## src/rtl/hex_digit_counter_pkg.sv

```systemverilog
// rtl/hex_digit_counter_pkg.sv - digit geometry, key indices and the per-digit step function
package hex_digit_counter_pkg;

  localparam int NDIG  = 4;
  localparam int DIG_W = 4;

  localparam logic [DIG_W-1:0] BCD_MAX = 4'h9;
  localparam logic [DIG_W-1:0] HEX_MAX = 4'hF;

  localparam int KEY_RUN = 0;
  localparam int KEY_CLR = 1;

  // Returns {carry/borrow out, next digit}; digits above 9 left over from hex
  // mode count as "at maximum" going up and reload 9 without borrow going down.
  function automatic logic [DIG_W:0] digit_next(input logic [DIG_W-1:0] d,
                                                input logic             cin,
                                                input logic             bcd,
                                                input logic             up);
    logic [DIG_W-1:0] mx;
    mx = bcd ? BCD_MAX : HEX_MAX;
    digit_next = {1'b0, d};
    if (cin) begin
      if (up) begin
        if (d >= mx) digit_next = {1'b1, {DIG_W{1'b0}}};
        else         digit_next = {1'b0, d + DIG_W'(1)};
      end else begin
        if (bcd && (d > BCD_MAX)) digit_next = {1'b0, BCD_MAX};
        else if (d == '0)         digit_next = {1'b1, mx};
        else                      digit_next = {1'b0, d - DIG_W'(1)};
      end
    end
  endfunction

endpackage

```

## src/rtl/hex_digit_counter_key_debounce.sv

```systemverilog
// rtl/hex_digit_counter_key_debounce.sv - synchronizer, debouncer and press detector for one active-low key
module key_debounce
  #(parameter int DEB_CYCLES = 500_000)
  (input  logic CLOCK_50,
   input  logic RST,
   input  logic key_n,
   output logic press);

  localparam int CW = $clog2(DEB_CYCLES + 1);

  logic [1:0]    sync;
  logic          level;
  logic [CW-1:0] cnt;

  // The press pulse is registered together with the debounced level falling.
  always_ff @(posedge CLOCK_50 or posedge RST) begin
    if (RST) begin
      sync  <= 2'b11;
      level <= 1'b1;
      cnt   <= '0;
      press <= 1'b0;
    end else begin
      sync  <= {sync[0], key_n};
      press <= 1'b0;
      if (sync[1] != level) begin
        if (cnt == CW'(DEB_CYCLES - 1)) begin
          level <= sync[1];
          cnt   <= '0;
          press <= ~sync[1];
        end else begin
          cnt <= cnt + CW'(1);
        end
      end else begin
        cnt <= '0;
      end
    end
  end

endmodule

```

## src/rtl/hex_digit_counter.sv

```systemverilog
// rtl/hex_digit_counter.sv - four-digit hex/BCD up/down counter with run/pause and clear keys
module hex_digit_counter
  import hex_digit_counter_pkg::*;
  #(parameter int TICK_DIV   = 50_000_000,
    parameter int DEB_CYCLES = 500_000)
  (input  logic        CLOCK_50,
   input  logic        RST,
   input  logic [1:0]  KEY,
   input  logic        BCD,
   input  logic        UP,
   output logic [15:0] DIGITS,
   output logic        RUNNING,
   output logic        WRAP);

  localparam int PW = $clog2(TICK_DIV);

  logic                  run_press;
  logic                  clr_press;
  logic [PW-1:0]         presc;
  logic [NDIG:0]         carry;
  logic [NDIG*DIG_W-1:0] nxt_all;

  key_debounce #(.DEB_CYCLES(DEB_CYCLES)) u_key_run
    (.CLOCK_50(CLOCK_50), .RST(RST), .key_n(KEY[KEY_RUN]), .press(run_press));

  key_debounce #(.DEB_CYCLES(DEB_CYCLES)) u_key_clr
    (.CLOCK_50(CLOCK_50), .RST(RST), .key_n(KEY[KEY_CLR]), .press(clr_press));

  // Digit 0 always sees a carry-in; the chain is only committed on a step.
  assign carry[0] = 1'b1;

  generate
    for (genvar i = 0; i < NDIG; i++) begin : g_dig
      logic [DIG_W:0] res;
      assign res                        = digit_next(DIGITS[i*DIG_W +: DIG_W], carry[i], BCD, UP);
      assign carry[i+1]                 = res[DIG_W];
      assign nxt_all[i*DIG_W +: DIG_W]  = res[DIG_W-1:0];
    end
  endgenerate

  always_ff @(posedge CLOCK_50 or posedge RST) begin
    if (RST) begin
      presc   <= '0;
      DIGITS  <= '0;
      RUNNING <= 1'b0;
      WRAP    <= 1'b0;
    end else begin
      WRAP <= 1'b0;
      if (run_press) RUNNING <= ~RUNNING;
      // Clear overrides a coincident step and leaves RUNNING to the toggle key.
      if (clr_press) begin
        presc  <= '0;
        DIGITS <= '0;
      end else if (RUNNING) begin
        if (presc == PW'(TICK_DIV - 1)) begin
          presc  <= '0;
          DIGITS <= nxt_all;
          WRAP   <= carry[NDIG];
        end else begin
          presc <= presc + PW'(1);
        end
      end
    end
  end

endmodule

```

## config.mk

```make
export PLATFORM = sky130hd
export DESIGN_NAME = hex_digit_counter
export DESIGN_NICKNAME = d
export VERILOG_FILES = /design/src/rtl/hex_digit_counter_pkg.sv /design/src/rtl/hex_digit_counter_key_debounce.sv /design/src/rtl/hex_digit_counter.sv
export SDC_FILE = /design/constraint.sdc
export NUM_CORES = 1
export LEC_CHECK = 0
export ABC_AREA = 0
export CORE_MARGIN = 1
export CORE_UTILIZATION = 45
export DETAILED_ROUTE_END_ITERATION = 8
export PLACE_DENSITY_LB_ADDON = 0.15
export SLEW_MARGIN = 25
export SYNTH_ARGS = -nofsm -noshare
export SYNTH_HDL_FRONTEND = slang
export SYNTH_SLANG_ARGS = --single-unit
```

## constraint.sdc

```tcl
create_clock -name CLOCK_50 -period 3.5 [get_ports CLOCK_50]
set_clock_uncertainty 0.05 [all_clocks]
set_input_delay 0.7 -clock CLOCK_50 [delete_from_list [all_inputs] [get_ports CLOCK_50]]
set_output_delay 0.7 -clock CLOCK_50 [all_outputs]
set_load 0.005 [all_outputs]
```

; ---- After elaboration in Yosys (flattened, before gate mapping)
; Cells that the tools add are included.
[word_totals]
register_bits = 90
input_bits = 6
output_inout_bits = 18
word_cells = 98
[op_classes]
addsub = 11
n_lt_le_gt_ge = 8
n_eq_ne = 5
n_mux = 37
bitwise = 3
reduce_logical = 19
[op_table]
columns = op, count
row1 = 5-bit 2-to-1 mux, 19
row2 = 26-bit 2-to-1 mux, 3
row3 = 19-bit 2-to-1 mux, 4
row4 = 16-bit 2-to-1 mux, 3
row5 = 19-bit by 1-bit adder with 19-bit output (second input constant), 2
row6 = 19-bit equality test (second input constant), 2
row7 = 26-bit by 1-bit adder with 26-bit output (second input constant), 1
row8 = 26-bit equality test (second input constant), 1
row9 = 4-bit by 1-bit adder with 4-bit output (second input constant), 4
row10 = 4-bit >= comparator, 4
row11 = 4-bit > comparator (second input constant), 4
row12 = 4-bit zero test, 4
row13 = 4-bit by 1-bit subtractor with 4-bit output (second input constant), 4
row14 = 2-bit nonzero test, 5
row15 = 3-bit AND reduction, 3
row16 = 1-bit 2-to-1 mux, 7
row17 = 2-bit AND reduction, 3
row18 = 1-bit logical AND, 4
row19 = 3-bit 2-to-1 mux, 1
row20 = 1-bit inverter, 3
row21 = 1-bit != test, 2

; ---- Longest topological paths before layout
; Gate-level depths: netlist (run 1).
[depth]
ltp_word = 10
depth_mapped = 9
ltp_nobuf = 7

; ---- Modules after synthesis
; Synthesis (run 1) repeated with hierarchy kept, for this count alone.
[unflattened]
hier_cells = 601
hier_area_um2 = 5586.6
[modules_own_cells]
columns = mod, n_inst, cells_each, area_per_inst_um2, seq_area_each_um2
row1 = hex_digit_counter, 1, 385, 3271.9, 1101.1
row2 = key_debounce, 2, 108, 1157.4, 579.3

; ---- Least setup slack after synthesis (run 1)
; No wires, ideal clock.
[synth_path]
path_kind = in2reg
start = input BCD
end = register DIGITS[5]
setup_time_ns = 0.136
t_arrival_ns = 2.069
required_time_ns = 3.314
path_slack_ns = 1.245
stages = 7
path_cell_list = ha_1 > a21o_1 > a211oi_1 > nand4bb_1 > clkbuf_1 > a311o_1 > a21oi_1
[synth_via]
elab_chain_len = 8
elab_cells_between_ends = 18
cone_classes = 2 x order compare / 12 x mux / 4 x reduce/logical
[synth_lines]
columns = element, line
row1 = "start, declared", hex_digit_counter.sv:9  ; input logic BCD,
row2 = 3-bit 2-to-1 mux, hex_digit_counter_pkg.sv:20  ; mx = bcd ? BCD_MAX : HEX_MAX;
row3 = 4-bit >= comparator / 5-bit 2-to-1 mux (equally long branches), "hex_digit_counter_pkg.sv:24, hex_digit_counter_pkg.sv:28"
row4 = 5-bit 2-to-1 mux (on tied branches), "hex_digit_counter_pkg.sv:24, hex_digit_counter_pkg.sv:27"
row5 = 5-bit 2-to-1 mux, hex_digit_counter_pkg.sv:23  ; if (up) begin
row6 = 5-bit 2-to-1 mux, hex_digit_counter_pkg.sv:22  ; if (cin) begin
row7 = 16-bit 2-to-1 mux, hex_digit_counter.sv:55  ; if (presc == PW'(TICK_DIV - 1)) begin
row8 = 16-bit 2-to-1 mux, hex_digit_counter.sv:54  ; end else if (RUNNING) begin
row9 = 16-bit 2-to-1 mux, hex_digit_counter.sv:51  ; if (clr_press) begin
row10 = "end signal, assigned", hex_digit_counter.sv:57  ; DIGITS <= nxt_all;
row11 = "end, declared", hex_digit_counter.sv:11  ; output logic [15:0] DIGITS,
; Parallel ways exist; a longest one is shown, timed or not. The select of a mux whose other input is x is not followed.
; A chain may end at the register's enable or synchronous reset.

; ---- Worst setup path in the final report (run 1)
[layout_path]
start = input BCD
end = register DIGITS[12]
[layout_via]
elab_chain_len = 8
elab_cells_between_ends = 29
cone_classes = 4 x order compare / 19 x mux / 6 x reduce/logical
[layout_lines]
columns = element, line
row1 = 3-bit 2-to-1 mux, hex_digit_counter_pkg.sv:20
row2 = 4-bit >= comparator, hex_digit_counter_pkg.sv:24  ; if (d >= mx) digit_next = {1'b1, {DIG_W{1'b0}}};
row3 = 5-bit 2-to-1 mux, hex_digit_counter_pkg.sv:24
row4 = 5-bit 2-to-1 mux, hex_digit_counter_pkg.sv:23
row5 = 5-bit 2-to-1 mux, hex_digit_counter_pkg.sv:22
row6 = 5-bit 2-to-1 mux / 16-bit 2-to-1 mux (equally long branches), "hex_digit_counter_pkg.sv:22, hex_digit_counter.sv:55"
row7 = 2-bit nonzero test (no source line) / 16-bit 2-to-1 mux (equally long branches), -
row8 = 3-bit AND reduction (no source line) / 16-bit 2-to-1 mux (equally long branches), -
; Parallel ways exist; a longest one is shown, timed or not. The select of a mux whose other input is x is not followed.

==> results of run 1 <==
layout by cell type (no fill, tap or decap), types with 4 or more instances in the layout:
master	netlist	routed
a211oi_1	7	7
a21o_1	4	4
a21oi_1	27	27
a31oi_1	8	8
and2_1	6	6
and3_1	9	9
and4_1	6	6
buf_4	0	4
clkbuf_16	0	9
clkdlybuf4s50_1	0	23
dfrtp_1	84	84
dfstp_2	6	6
ha_1	24	24
inv_1	28	27
nand2_1	42	42
nand3_1	26	26
nand4_1	17	17
nor2_1	79	79
nor3_1	22	22
nor3b_1	6	6
nor4_1	13	13
o211ai_1	7	7
o21ai_0	17	17
o21bai_1	5	5
or2_2	4	4
xnor2_1	29	29
xor2_1	31	31
synthesized netlist by cell type, drive strengths merged (7+ instances only):
master | n | share of area, %
a31oi | 8 | 0.93
inv | 28 | 2.0
o21ai | 18 | 1.7
nor2 | 79 | 5.5
nand3 | 26 | 2.4
a21oi | 28 | 2.7
ha | 24 | 5.6
nand2 | 42 | 2.9
xor2 | 31 | 5.0
and4 | 7 | 1.2
and3 | 9 | 1.0
nor4 | 13 | 1.5
clkbuf | 20 | 1.4
a211oi | 7 | 0.98
dfrtp | 84 | 39
nor3 | 22 | 2.0
xnor2 | 29 | 4.7
o211ai | 7 | 0.98
nand4 | 19 | 2.4
metrics by stage:
step | worst slack [ns] | std cells | hold slack [ns] | cell area [sq um]
final | 0.701 | 757 | 0.307 | 6070
after global routing | 0.529 | 757 | 0.310 | 6070
after detailed placement | 0.370 | 741 | 0.299 | 5750
after CTS | 0.731 | 757 | 0.308 | 6070
after global placement | 0.374 | 741 | 0.296 | 5750
after floorplan | 0.425 | 595 | 0.295 | 5390
final cells by class:
type | instances | area (sq um) | area share [%]
clock inverter | 7 | 93.8 | 1.55
clock buffer | 9 | 225 | 3.71
inverter | 29 | 110 | 1.81
tap | 143 | 179 | 2.95
sequential | 90 | 2260 | 37.2
multi-input combinational | 451 | 2920 | 48.1
timing repair buffer | 28 | 280 | 4.62
flip-flops by register name (all words and copies together), names as in the netlist:
register,cells
u_key_run.press,1
u_key_clr.cnt,19
presc,26
u_key_clr.sync,2
DIGITS,16
u_key_clr.level,1
RUNNING,1
u_key_clr.press,1
WRAP,1
u_key_run.level,1
u_key_run.cnt,19
u_key_run.sync,2
power groups by stage:
stage	logic, mW	registers, mW	clock network [mW]
2_1_floorplan	0.0642	1.07	0
3_3_place_gp	0.0902	1.08	0
3_5_place_dp	0.0915	1.08	0
4_1_cts	0.0918	1.06	1.05
5_1_grt	0.104	1.06	1.09
6_report	0.0899	1.06	1.02
critical path, delay by kind of cell:
| family | cells | cell delay (ns) |
|---|---|---|
| compound gates | 4 | 0.65 |
| fa+ha+maj | 1 | 0.28 |
| simple gates | 1 | 0.47 |
| buf+inv | 2 | 0.90 |
per-layer routing:
| metal | track usage, % | vias up | wire, um |
|---|---|---|---|
| met4 | 6.31 | 0 | 116 |
| met3 | 3.48 | 8 | 440 |
| met5 | 0 | - | 0 |
| met2 | 29.8 | 75 | 5060 |
| met1 | 26.9 | 2095 | 5370 |
| li1 | - | 2147 | - |
cell families after synthesis:
group                      after synthesis
and+or+nand+nor                        256
adders and majority gates               24
AOI/OAI and AO/OA                      106
xor gates and xnor gates                60
buffers and inverters                   54
muxes                                    5
DFF                                     90
path summary, 6_finish.rpt:
check | startpoint | to | slack (ns) | cells after the start
max in group asynchronous | RST | u_key_run.level | 1.96 | 3
min in group asynchronous | RST | u_key_run.cnt[1] | 0.71 | 2
worst min-delay path | u_key_clr.sync[0] | u_key_clr.sync[1] | 0.31 | 0
worst max register to register | DIGITS[1] | DIGITS[5] | 1.07 | 7
worst max-delay path | BCD | DIGITS[12] | 0.70 | 8
worst min register to register | u_key_clr.sync[0] | u_key_clr.sync[1] | 0.31 | 0
==> summary.txt, run 1 <==
Power and ir drop
  • Maximum VDD drop: 242 uV
  • Flop pwr share: 48.8%
  • Total chip power: 2.17 mW
  • Leakage: 2.55 nW
  • Combinational fraction of design power: 4.1%
  • Sw Share: 21.4%
  • Sw Pwr: 463 uW
  • Clk pwr share: 47.1%
  • Internal power: 1.70 mW
  • Pwr dens: 357 nW/um^2

Layout
  • Core Util, Final: 52.7%
  • Antenna diodes: 0
  • Nets: 639
  • Fill cells: 1051
  • Layout area overhead: 12.7%
  • Share of cells above drive strength 1: 7.49%

Yosys
  • Post-synth EDFFs: 0
  • Cells after Synth: 595
  • Xor/xnor share of the synthesized area: 9.76%
  • Mean post-synth cell area: 9.05 sq um
  • Mux contribution to synthesized area: 0.999%
  • Ys async rst share: 100%
  • Cell Area, Synth: 5390 sq um
  • Yosys warns: 0
  • Syn Nets: 625
  • Post-Synth Simple-Gate Area: 24.7%
  • Adder-Cell Fraction of Synth Area: 5.58%
  • Seq cells post-synth: 90
  • Post-synthesis compound-gate area fraction: 13.2%
  • Largest family of logic cells by synthesized area: simple AND/OR/NAND/NOR gates
  • Sequential share of the synthesized area: 42.0%
  • Post-synth top flop: dfrtp_1
  • Synth unique cells: 65

Clocking
  • Root Buffer: clkbuf_16
  • Clock slew at reported path FFs: 0.07 ns
  • Hold_buf cts: 0
  • CTS tree: yes
  • H-tree depth: 3
  • Worst skew pair latency: 0.34 ns
  • Post_cts resized: 0
  • Post-CTS setup buffers: 0
  • Clock sink count: 90
  • TritonCTS buffer count: 9
  • CTS Buffer Depth: 2

Critical path
  • Crit start category: primary input
  • Critical-path cell list: clkdlybuf4s50_1, buf_4, ha_1, a21oi_1, a21oi_1, nor4_1, o21ai_0, o21ai_0
  • Crit path largest cell delay: 0.61 ns
  • Slowest CP cell: clkdlybuf4s50_1
  • Crit. End Element: flop
  • Critical path arrival: 3.01 ns
  • Critical path class: in -> reg
  • Crit-path max FO: 19
  • Critical path required time: 3.71 ns

Global routing
  • Grt total ovfl: 0
  • First-pass GRT wire length: 19400 um
  • Initial antenna violation count: 0
  • Largest net degree at the start of global routing: 56
  • Vias in the first global route: 4047
  • Tot GR Track Use: 19.1%

Routing
  • DRT iter0 DRCs: 245
  • DRC Markers: 2
  • Antenna-violating nets left: 0
  • Vias: 4325
  • Mean number of vias per cell: 5.71
  • Routed WL per cell: 14.5 um
  • Post-Route WL: 11000 um
  • Iteration count of the initial detailed-routing pass: 7

STA
  • Setup TNS: 0 ns
  • Final max-slew violation count: 0
  • # setup viols final: 0
  • Final Hold Viols: 0
  • Final Cycle Share: 80.0%
  • Unrepaired setup endpoints after global routing: no
  • Min Tclk post-route: 2.80 ns
  • Worst-Margin Slew: 0.809 ns
  • Slew HR: 45.6%
  • Max Clk Rate: 0.357 GHz

Placement
  • Final HPWL DP: 7690 um
  • Port Buffer Count: 23
  • Routability cong.: 0.824

Floorplanning
  • Die Width: 111 um
  • I/O pin count: 24
  • Starting Density: 46.8%
  • Row count: 39
  • Die H: 111 um
  • Die area: 12400 sq um
  • Core region area: 11500 sq um

Flow run
  • Max capacitance violation total: 0

Run status
  • Failing checks: DRC
  • Status: complete, but fails checks

Hold path
  • Hold Crit Class: reg -> reg
(Power assumes the default switching activity.)
==> inputs of run 2 (changes only) <==
==> constraint.sdc (replaced) <==
create_clock -name CLOCK_50 -period 2.5 [get_ports CLOCK_50]
set_clock_uncertainty 0.05 [all_clocks]
set_input_delay 0.5 -clock CLOCK_50 [delete_from_list [all_inputs] [get_ports CLOCK_50]]
set_output_delay 0.5 -clock CLOCK_50 [all_outputs]
set_load 0.005 [all_outputs]
==> summary.txt, run 2 (synthesis gave the netlist of run 1 again) <==
Layout
  • Regs by FF count: presc x26, u_key_clr.cnt x19, u_key_run.cnt x19
  • Biggest register: presc
  • Share of cells above drive strength 1: 10.8% (+3.3 points)
  • Antenna diodes: 0 (unchanged)
  • Most frequent cells in the layout: dfrtp_1, nor2_1, nand2_1
  • Cell area after layout: 6250 sq um (+2.9%)
  • Nets: 663 (+3.8%)
  • Max reg flops: 26 (unchanged)
  • Core Util, Final: 54.2% (+1.6 points)
  • Final non-filler cell total: 781 (+3.2%)
  • Commonest non-fill, non-tap cell in the layout: dfrtp_1
  • Layout area overhead: 16.0%

STA
  • Final max-slew violation count: 0 (unchanged)
  • Slew HR: 59.1% (+13 points)
  • Hold Worst Slack: 0.307 ns (-0.0000990 ns)
  • Min Tclk post-route: 2.34 ns
  • Max Clk Rate: 0.427 GHz
  • Final Hold Viols: 0 (unchanged)
  • Final Cycle Share: 93.7%
  • # setup viols final: 0 (unchanged)
  • Final WS setup: 0.157 ns (-0.544 ns)
  • Setup TNS: 0 ns (unchanged)
  • Worst-Margin Slew: 0.613 ns (-0.196 ns)
  • Unrepaired setup endpoints after global routing: no

Critical path
  • FF-to-FF Start: DIGITS[5]
  • Setup crit start: BCD
  • Critical path arrival: 2.53 ns (-0.48 ns)
  • Crit start category: primary input
  • R2R setup slack: 0.23 ns (-0.84 ns)
  • Critical path required time: 2.69 ns (-1.02 ns)
  • Critical path class: in -> reg
  • Critical Path End: DIGITS[8]
  • R2R Path End: DIGITS[13]
  • Path depth of the worst reg2reg path: 8 (+1)
  • Crit-path max FO: 7 (-12)
  • Crit. End Element: flop

Clocking
  • Post_cts resized: 0 (unchanged)
  • Hold_buf cts: 0 (unchanged)
  • Post-CTS setup buffers: 0 (unchanged)
  • TritonCTS buffer count: 9 (unchanged)
  • CTS tree: yes
  • CTS Buffer Depth: 2 (unchanged)
  • Clock sink count: 90 (unchanged)
  • Worst skew pair latency: 0.34 ns (about the same)
  • Clock slew at reported path FFs: 0.06 ns (about the same)
  • H-tree depth: 3 (unchanged)
  • Root Buffer: clkbuf_16

Placement
  • Placed cell count: 765 (+3.2%)
  • Port Buffer Count: 23 (unchanged)
  • Routability cong.: 0.877 (+6.4%)
  • Final HPWL DP: 8310 um (+8.2%)
  • DP Area: 5940 sq um (+3.4%)
  • Place WS: -0.261 ns (-0.631 ns)

Floorplanning
  • Row count: 39 (unchanged)
  • Core region area: 11500 sq um (unchanged)
  • Die area: 12400 sq um (unchanged)
  • Starting Density: 46.8% (unchanged)
  • Die Width: 111 um (unchanged)
  • Die H: 111 um (unchanged)
  • I/O pin count: 24 (unchanged)

Routing
  • DRT iter0 DRCs: 296 (+21%)
  • DRC Markers: 8 (+6)
  • Iteration count of the initial detailed-routing pass: 7 (unchanged)
  • Mean number of vias per cell: 5.63 (-1.4%)
  • Antenna-violating nets left: 0 (unchanged)
  • Routed WL per cell: 14.9 um (+2.5%)
  • Vias: 4399 (+1.7%)
  • Post-Route WL: 11600 um (+5.8%)

Global routing
  • Largest net degree at the start of global routing: 44 (-21%)
  • Tot GR Track Use: 20.5% (+1.4 points)
  • Vias in the first global route: 4254 (+5.1%)
  • Initial antenna violation count: 0 (unchanged)
  • First-pass GRT wire length: 20500 um (+6.0%)
  • Grt total ovfl: 0 (unchanged)

Power and ir drop
  • Total chip power: 2.99 mW (+38%)
  • Leakage: 2.66 nW (+4.4%)
  • Pwr dens: 479 nW/um^2 (+34%)
  • Maximum VDD drop: 307 uV (+27%)

Hold path
  • Hold Crit Class: reg -> reg

Run status
  • Failing checks: DRC
  • Status: complete, but fails checks

Flow run
  • Max capacitance violation total: 0 (unchanged)
run 2: worst min-delay path by stage:
stage,endpoint,cells after the start,from
after floorplan,u_key_clr.sync[1],0,u_key_clr.sync[0]
after global placement,u_key_clr.sync[1],0,u_key_clr.sync[0]
after detailed placement,u_key_clr.sync[1],0,u_key_clr.sync[0]
after CTS,u_key_clr.sync[1],0,u_key_clr.sync[0]
after global routing,u_key_clr.sync[1],0,u_key_clr.sync[0]
final,u_key_clr.sync[1],0,u_key_clr.sync[0]
run 2: per-layer routing:
metal  global-route usage [%]  vias to the layer above  wire length [um]
met2                     32.2                       83              5440
met4                     7.84                        0               167
met5                        0                        -                 0
li1                         -                     2186                 -
met3                     3.92                       14               414
met1                     28.3                     2116              5600
run 2: layout make-up:
type                    count  area (sq um)
clock buffers              12           246
clock inverters             4          51.3
fillers                  1042          5270
inverters                  29           113
multi-input cells         451          2920
flip-flops and latches     90          2260
well taps                 143           179
repair buffers             52           473
run 2: report_power, final:
| group | internal, mW | switching, mW | total [mW] |
|---|---|---|---|
| combinational | 0.0575 | 0.0898 | 0.147 |
| clock | 0.803 | 0.560 | 1.36 |
| sequential | 1.47 | 0.00982 | 1.48 |
| total | 2.33 | 0.660 | 2.99 |
run 2: critical path, cell delays in order:
cell and delay, ns:
clkdlybuf4s50_1 0.49, ha_1 0.33, a21o_1 0.20, a211oi_1 0.30, nor4_1 0.10, buf_4 0.17
and2_1 0.16, a311oi_1 0.27
